===== src/rtl/carry_byte_serializer.sv =====
// carry_byte_serializer
// Buffers multi-byte bundles from the carry-propagation stage in a small
// FIFO and serializes them one byte per cycle over a valid/ready handshake.
// Run-length bundles (flags 5-7) are expanded into repeated bytes.
// Optional feature macro: SER_BYTE_COUNT_EN adds out_byte_count, a 32-bit
// wrapping count of accepted output bytes.
module carry_byte_serializer #(
  parameter int SER_BITSTREAM_WIDTH = 8,
  parameter int SER_FIFO_DEPTH      = 4,
  parameter int SER_FIFO_ADDR_WIDTH = 2
) (
  input  logic                           ser_clk,
  input  logic                           ser_reset,
  input  logic [SER_BITSTREAM_WIDTH-1:0] in_carry_bit_1,
  input  logic [SER_BITSTREAM_WIDTH-1:0] in_carry_bit_2,
  input  logic [SER_BITSTREAM_WIDTH-1:0] in_carry_bit_3,
  input  logic [SER_BITSTREAM_WIDTH-1:0] in_carry_bit_4,
  input  logic [SER_BITSTREAM_WIDTH-1:0] in_carry_bit_5,
  input  logic [2:0]                     in_carry_flag,
  input  logic                           in_flag_last,
  output logic                           in_ready,
  output logic [SER_BITSTREAM_WIDTH-1:0] out_byte,
  output logic                           out_valid,
  input  logic                           out_ready,
  output logic                           out_last,
  output logic                           out_error,
  output logic                           out_busy
`ifdef SER_BYTE_COUNT_EN
  ,
  output logic [31:0]                    out_byte_count
`endif
);

  localparam int W = SER_BITSTREAM_WIDTH;
  localparam int A = SER_FIFO_ADDR_WIDTH;
  localparam logic [A:0]   FULL_CNT = (A+1)'(SER_FIFO_DEPTH);
  localparam logic [A:0]   CNT_ONE  = (A+1)'(1);
  localparam logic [A-1:0] PTR_ONE  = A'(1);

  typedef enum logic [2:0] {
    ST_IDLE,
    ST_B1,
    ST_RUN,
    ST_LIN,
    ST_TAIL4,
    ST_TAIL5
  } state_t;

  // ST_LIN covers both b2 and b3 of the linear formats; lin2 selects b3
  typedef struct packed {
    state_t st;
    logic   lin2;
  } pos_t;

  typedef struct packed {
    logic [W-1:0] b1;
    logic [W-1:0] b2;
    logic [W-1:0] b3;
    logic [W-1:0] b4;
    logic [W-1:0] b5;
    logic [2:0]   flag;
    logic         last;
  } bundle_t;

  bundle_t    fifo_mem [SER_FIFO_DEPTH];
  logic [A-1:0] wr_ptr;
  logic [A-1:0] rd_ptr;
  logic [A:0]   fifo_count;
  logic         fifo_full;
  logic         push;
  logic         pop;
  bundle_t      head;
  bundle_t      head_next;

  pos_t         cur_pos;
  pos_t         nxt_pos;
  logic [15:0]  run_cnt;
  logic [15:0]  nxt_run;
  bundle_t      src;
  logic [W-1:0] nxt_byte;
  logic         nxt_valid;
  logic         nxt_last;
  logic         accept;

  // Position that follows cur within a bundle; ST_IDLE means the bundle is done.
  // run_left is the number of run bytes still owed after the current byte.
  function automatic pos_t succ(input pos_t cur, input logic [2:0] flag,
                                input logic [15:0] run_left);
    pos_t r;
    r.st   = ST_IDLE;
    r.lin2 = 1'b0;
    case (cur.st)
      ST_B1: begin
        if (flag == 3'd1) r.st = ST_IDLE;
        else if (flag <= 3'd4) r.st = ST_LIN;
        else if (run_left != 16'd0) r.st = ST_RUN;
        else if (flag != 3'd5) r.st = ST_TAIL4;
      end
      ST_RUN: begin
        if (run_left != 16'd0) r.st = ST_RUN;
        else if (flag != 3'd5) r.st = ST_TAIL4;
      end
      ST_LIN: begin
        if (!cur.lin2) begin
          if (flag != 3'd2) begin
            r.st   = ST_LIN;
            r.lin2 = 1'b1;
          end
        end else if (flag == 3'd4) begin
          r.st = ST_TAIL4;
        end
      end
      ST_TAIL4: begin
        if (flag == 3'd7) r.st = ST_TAIL5;
      end
      default: r.st = ST_IDLE;
    endcase
    return r;
  endfunction

  // Byte lane presented at a given position of a bundle
  function automatic logic [W-1:0] sel_byte(input pos_t p, input bundle_t b);
    logic [W-1:0] r;
    case (p.st)
      ST_B1:    r = b.b1;
      ST_RUN:   r = b.b2;
      ST_LIN:   r = p.lin2 ? b.b3 : b.b2;
      ST_TAIL4: r = b.b4;
      ST_TAIL5: r = b.b5;
      default:  r = '0;
    endcase
    return r;
  endfunction

  assign fifo_full = (fifo_count == FULL_CNT);
  assign in_ready  = !fifo_full;
  assign push      = (in_carry_flag != 3'd0) && !fifo_full;
  assign head      = fifo_mem[rd_ptr];
  assign head_next = fifo_mem[rd_ptr + PTR_ONE];
  assign accept    = out_valid && out_ready;
  assign out_busy  = (fifo_count != '0) || (cur_pos.st != ST_IDLE);

  // Bundle storage; no reset needed since occupancy gates every read
  always_ff @(posedge ser_clk) begin
    if (push) begin
      fifo_mem[wr_ptr] <= '{b1: in_carry_bit_1, b2: in_carry_bit_2,
                            b3: in_carry_bit_3, b4: in_carry_bit_4,
                            b5: in_carry_bit_5, flag: in_carry_flag,
                            last: in_flag_last};
    end
  end

  // FIFO pointers, occupancy and the sticky overflow flag
  always_ff @(posedge ser_clk or negedge ser_reset) begin
    if (!ser_reset) begin
      wr_ptr     <= '0;
      rd_ptr     <= '0;
      fifo_count <= '0;
      out_error  <= 1'b0;
    end else begin
      if (push) wr_ptr <= wr_ptr + PTR_ONE;
      if (pop)  rd_ptr <= rd_ptr + PTR_ONE;
      if (push && !pop)      fifo_count <= fifo_count + CNT_ONE;
      else if (pop && !push) fifo_count <= fifo_count - CNT_ONE;
      if ((in_carry_flag != 3'd0) && fifo_full) out_error <= 1'b1;
    end
  end

  // State register together with the registered output byte/valid/last
  always_ff @(posedge ser_clk or negedge ser_reset) begin
    if (!ser_reset) begin
      cur_pos   <= '{st: ST_IDLE, lin2: 1'b0};
      run_cnt   <= '0;
      out_byte  <= '0;
      out_valid <= 1'b0;
      out_last  <= 1'b0;
    end else begin
      cur_pos   <= nxt_pos;
      run_cnt   <= nxt_run;
      out_byte  <= nxt_byte;
      out_valid <= nxt_valid;
      out_last  <= nxt_last;
    end
  end

  // Next position: start a bundle from IDLE, step on acceptance, and chain
  // straight into the following bundle's b1 when one is already queued
  always_comb begin
    nxt_pos = cur_pos;
    nxt_run = run_cnt;
    pop     = 1'b0;
    src     = head;
    if (cur_pos.st == ST_IDLE) begin
      if (fifo_count != '0) begin
        nxt_pos = '{st: ST_B1, lin2: 1'b0};
        nxt_run = 16'(head.b3);
      end
    end else if (accept) begin
      nxt_pos = succ(cur_pos, head.flag, run_cnt);
      if (nxt_pos.st == ST_RUN) nxt_run = run_cnt - 16'd1;
      if (nxt_pos.st == ST_IDLE) begin
        pop = 1'b1;
        if (fifo_count > CNT_ONE) begin
          src     = head_next;
          nxt_pos = '{st: ST_B1, lin2: 1'b0};
          nxt_run = 16'(head_next.b3);
        end
      end
    end
  end

  // Output values for the next position; last marks the bundle's final byte
  always_comb begin
    nxt_valid = (nxt_pos.st != ST_IDLE);
    nxt_byte  = sel_byte(nxt_pos, src);
    nxt_last  = 1'b0;
    if (nxt_valid && src.last) begin
      nxt_last = (succ(nxt_pos, src.flag, nxt_run).st == ST_IDLE);
    end
  end

`ifdef SER_BYTE_COUNT_EN
  // Running count of accepted bytes, wrapping naturally at 2^32
  always_ff @(posedge ser_clk or negedge ser_reset) begin
    if (!ser_reset) out_byte_count <= '0;
    else if (accept) out_byte_count <= out_byte_count + 32'd1;
  end
`endif

endmodule


===== config.mk =====
export PLATFORM = sky130hd
export DESIGN_NAME = carry_byte_serializer
export DESIGN_NICKNAME = d
export VERILOG_FILES = /design/src/rtl/carry_byte_serializer.sv
export SDC_FILE = /design/constraint.sdc
export NUM_CORES = 1
export LEC_CHECK = 0
export ABC_AREA = 1
export CAP_MARGIN = 20
export CORE_MARGIN = 3
export CORE_UTILIZATION = 55
export CTS_CLUSTER_SIZE = 40
export DETAILED_ROUTE_END_ITERATION = 7
export PLACE_DENSITY = 0.73
export RECOVER_POWER = 25
export SYNTH_ARGS = -nofsm -noshare
export SYNTH_HDL_FRONTEND = slang
export SYNTH_SLANG_ARGS = --single-unit

===== constraint.sdc =====
create_clock -name ser_clk -period 4.3 [get_ports ser_clk]
set_input_delay 1.075 -clock ser_clk [delete_from_list [all_inputs] [get_ports ser_clk]]
set_output_delay 1.075 -clock ser_clk [all_outputs]
set_load 0.01 [all_outputs]

==> impl_metrics.env <==
export IMPL_status="complete, no violations"
export IMPL_max_stage_delay_ns=0.60
export IMPL_cts_repair_resized=0
export IMPL_fin_nets=1287
export IMPL_io_buffers=59
export IMPL_p_leak_nw=4.954
export IMPL_synthFlopType="edfxtp_1"
export IMPL_synth_adder_area_share_pct=1.241
export IMPL_syn_area_mm2=0.01109
export IMPL_slowest_stage="clkdlybuf4s50_1"
export IMPL_p_switching_mw=4.830
export IMPL_first_pass_iters=6
export IMPL_r2r_cells=16
export IMPL_synth_top_area_share_pct=47.67
export IMPL_cp_end_kind="output pin"
export IMPL_syn_nets=1247
export IMPL_tightest_slew_ns=0.9534
export IMPL_synth_top_family_by_area="simple AND/OR/NAND/NOR gates"
export IMPL_drc_errors=0
export IMPL_pwr_share_comb_pct=49.6
export IMPL_die_h_um=148.0
export IMPL_p_int_mw=5.831
export IMPL_grtUsageTotal_pct=25.53
export IMPL_antenna_cells=0
export IMPL_numClockSinks=214
export IMPL_crit_chain="inv_1 -> ha_1 -> nand2_1 -> nor2_1 -> buf_4 -> clkinv_1 -> clkdlybuf4s50_1"
export IMPL_setup_viol=0
export IMPL_power_frac_seq_pct=32.2
export IMPL_synth_xor_area_share_pct=0.7110
export IMPL_cts_tree="yes"
export IMPL_fin_crit_ns=3.786
export IMPL_drt_initial_drc_count=874
export IMPL_slew_headroom_pct=36.44
export IMPL_synth_simple_area_share_pct=18.70
export IMPL_synth_area_leaders="edfxtp_1 48%, nand2_1 8.6%, dfrtp_1 8.6%"
export IMPL_vias_per_cell=5.944
export IMPL_die_w_um=148.0
export IMPL_ys_seq_elements=214
export IMPL_wl_per_cell_um=18.87
export IMPL_cts_path_max_buffers=3
export IMPL_synth_distinct_cells=51
export IMPL_hold_path_class="reg2reg"
export IMPL_num_io_pins=60
export IMPL_synthMuxAreaShare_pct=0.09028
export IMPL_max_cap_violations=0
export IMPL_hold_buffers=0
export IMPL_syn_inst=1189
export IMPL_rsz0062_at_grt="false"
export IMPL_irDropWorstVdd_mv=0.3897
export IMPL_clk_pin_slew_ns=0.06
export IMPL_grt_max_degree=89
export IMPL_synth_edf_count=176
export IMPL_rows=51
export IMPL_slew_viol_final=0
export IMPL_switching_share_pct=45.31
export IMPL_place_area_mm2=0.01192
export IMPL_ant_nets=0
export IMPL_clock_skew_ns=0.01561
export IMPL_max_freq_ghz=0.2641
export IMPL_hpwl_mm=18.34
export IMPL_critPathKind="reg2out"
export IMPL_setup_tns_ns=0
export IMPL_synthArstFlopShare_pct=17.76
export IMPL_vias=8958
export IMPL_clock_latency_ns=0.53
export IMPL_antenna_found_initial=0
export IMPL_grt_pass1_wl_mm=44.46
export IMPL_post_route_period_util_pct=88.06
export IMPL_crit_path_start_kind="flop"
export IMPL_start_util_pct=56.41
export IMPL_hold_viol=0
export IMPL_synth_compound_area_share_pct=16.88
export IMPL_crit_fanout=12
export IMPL_required_ns=3.22
export IMPL_drt_total_wl_mm=28.43
export IMPL_layout_drive_gt1_share_pct=8.776
export IMPL_synth_seq_area_share_pct=56.25
export IMPL_core_area_mm2=0.01965
export IMPL_grt_overflow=0
export IMPL_post_cts_buffers=0
export IMPL_yosysTopAreaCell="edfxtp_1"
export IMPL_synth_warnings=0
export IMPL_stdcell_area_mm2=0.01267
export IMPL_synth_most_common_cell="nand2_1"
export IMPL_arrival_ns=2.71
export IMPL_clkPwrFrac_pct=18.2
export IMPL_first_global_vias=8348
export IMPL_die_area_mm2=0.02190
export IMPL_cts_buffers=24
export IMPL_htreeDepth=1
export IMPL_rrSetupSlack_ns=0.66
export IMPL_routabilityCongestion=1.013
export IMPL_p_per_area_mw_per_mm2=841.5
export IMPL_holdPathStages=1
export IMPL_clock_root_buffer="clkbuf_16"
export IMPL_post_synth_most_frequent_cells="254 x nand2_1, 176 x edfxtp_1, 114 x nor2_1, 108 x o21ai_0, 93 x inv_1"
export IMPL_syn_avg_cell_area_um2=9.325
export IMPL_area_growth_pct=14.26
==> cell families (layout without fill, tap and decap cells) <==
family                     count (synthesis)  in the layout
xor gates and xnor gates                   9              9
buffers and inverters                    170            223
adders and majority gates                 11             11
AOI/OAI and AO/OA                        310            310
DFF                                      214            214
muxes                                      1              1
and+or+nand+nor                          474            474
==> placed cells by master, fill, tap and decap left out, types with 3 or more instances in the layout <==
cell type,synthesis,layout
nand2_1,254,254
edfxtp_1,176,176
nor2_1,114,110
o21ai_0,108,108
inv_1,93,93
a21oi_1,79,79
nand3_1,46,46
dfrtp_1,38,37
clkdlybuf4s50_1,0,30
o22ai_1,29,29
dlygate4sd3_1,0,28
clkbuf_16,0,24
o211ai_1,22,22
o221ai_1,18,18
buf_4,3,17
nand4_1,16,16
nand2_2,15,15
inv_2,11,11
ha_1,11,11
nor2_4,5,9
xor2_1,8,8
a32o_1,8,8
clkinv_1,2,8
nor3_1,7,7
a31oi_1,7,7
o21ai_1,6,6
a22oi_1,5,5
a32oi_1,5,5
nand3_2,5,5
o2111ai_1,4,4
clkinv_2,0,4
a31o_2,3,3
a211oi_1,3,3
o21ai_2,3,3
nor2_2,3,3
o21bai_1,3,3
==> through the flow <==
| stage | utilization, % | power, mW | std cells | hold slack, ns | setup WS (ns) |
|---|---|---|---|---|---|
| 2_1_floorplan | - | 7.086 | 1189 | 0.4917 | 0.6819 |
| 3_3_place_gp | 60.67 | 8.614 | 1468 | 0.4576 | 0.6441 |
| 3_5_place_dp | 60.67 | 8.689 | 1468 | 0.4693 | 0.5613 |
| 4_1_cts | 64.46 | 10.64 | 1507 | 0.4823 | 0.5353 |
| 5_1_grt | 64.46 | 11.37 | 1507 | 0.5062 | 0.3741 |
| 6_report | 64.46 | 10.66 | 1507 | 0.4863 | 0.5136 |
==> layer usage <==
layer / part of all wire [%] / wire, um / up-vias / global-route usage [%]
li1: - / - / 4252 / -
met1: 42 / 12050 / 4242 / 35.07
met2: 48 / 13590 / 385 / 42.16
met3: 6.7 / 1893 / 79 / 3.893
met4: 3.2 / 899 / 0 / 8.268
met5: 0 / 0 / - / 0
==> power groups by stage <==
stage	sequential, mW	combinational, mW	clock [mW]
2_1_floorplan	3.36	3.73	0
3_3_place_gp	3.45	5.16	0
3_5_place_dp	3.46	5.23	0
4_1_cts	3.43	5.25	1.96
5_1_grt	3.50	5.81	2.06
6_report	3.44	5.29	1.94
==> flip-flops by register name, indices dropped and copies added, names as in the netlist <==
register	flops
run_cnt	16
fifo_mem	176
out_error	1
out_byte	8
wr_ptr	2
fifo_count	3
out_valid	1
rd_ptr	2
cur_pos	4
out_last	1
==> cell type report <==
type / instances / area [um2]
inverter: 106 / 397.9
tap: 265 / 331.6
clock buffer: 25 / 604.3
clock inverter: 14 / 140.1
fill: 1616 / 6985
multi-input combinational: 805 / 4202
sequential: 214 / 6240
timing repair buffer: 78 / 753.2
==> final timing paths <==
check                                    from     endpoint
worst max-delay path            fifo_count[0]     out_busy
worst max register to register      rd_ptr[0]  out_byte[1]
min in group asynchronous           ser_reset    wr_ptr[0]
worst min register to register      out_error    out_error
worst min-delay path                out_error    out_error
max in group asynchronous           ser_reset    rd_ptr[0]
==> worst max-delay path: cells and delay by family (launching register included) <==
kind	cells	cell delay, ns
flops	1	0.44
buf+inv	4	1.27
fa+ha+maj	1	0.21
simple gates	2	0.28
Power figures use the tool's default switching activity.
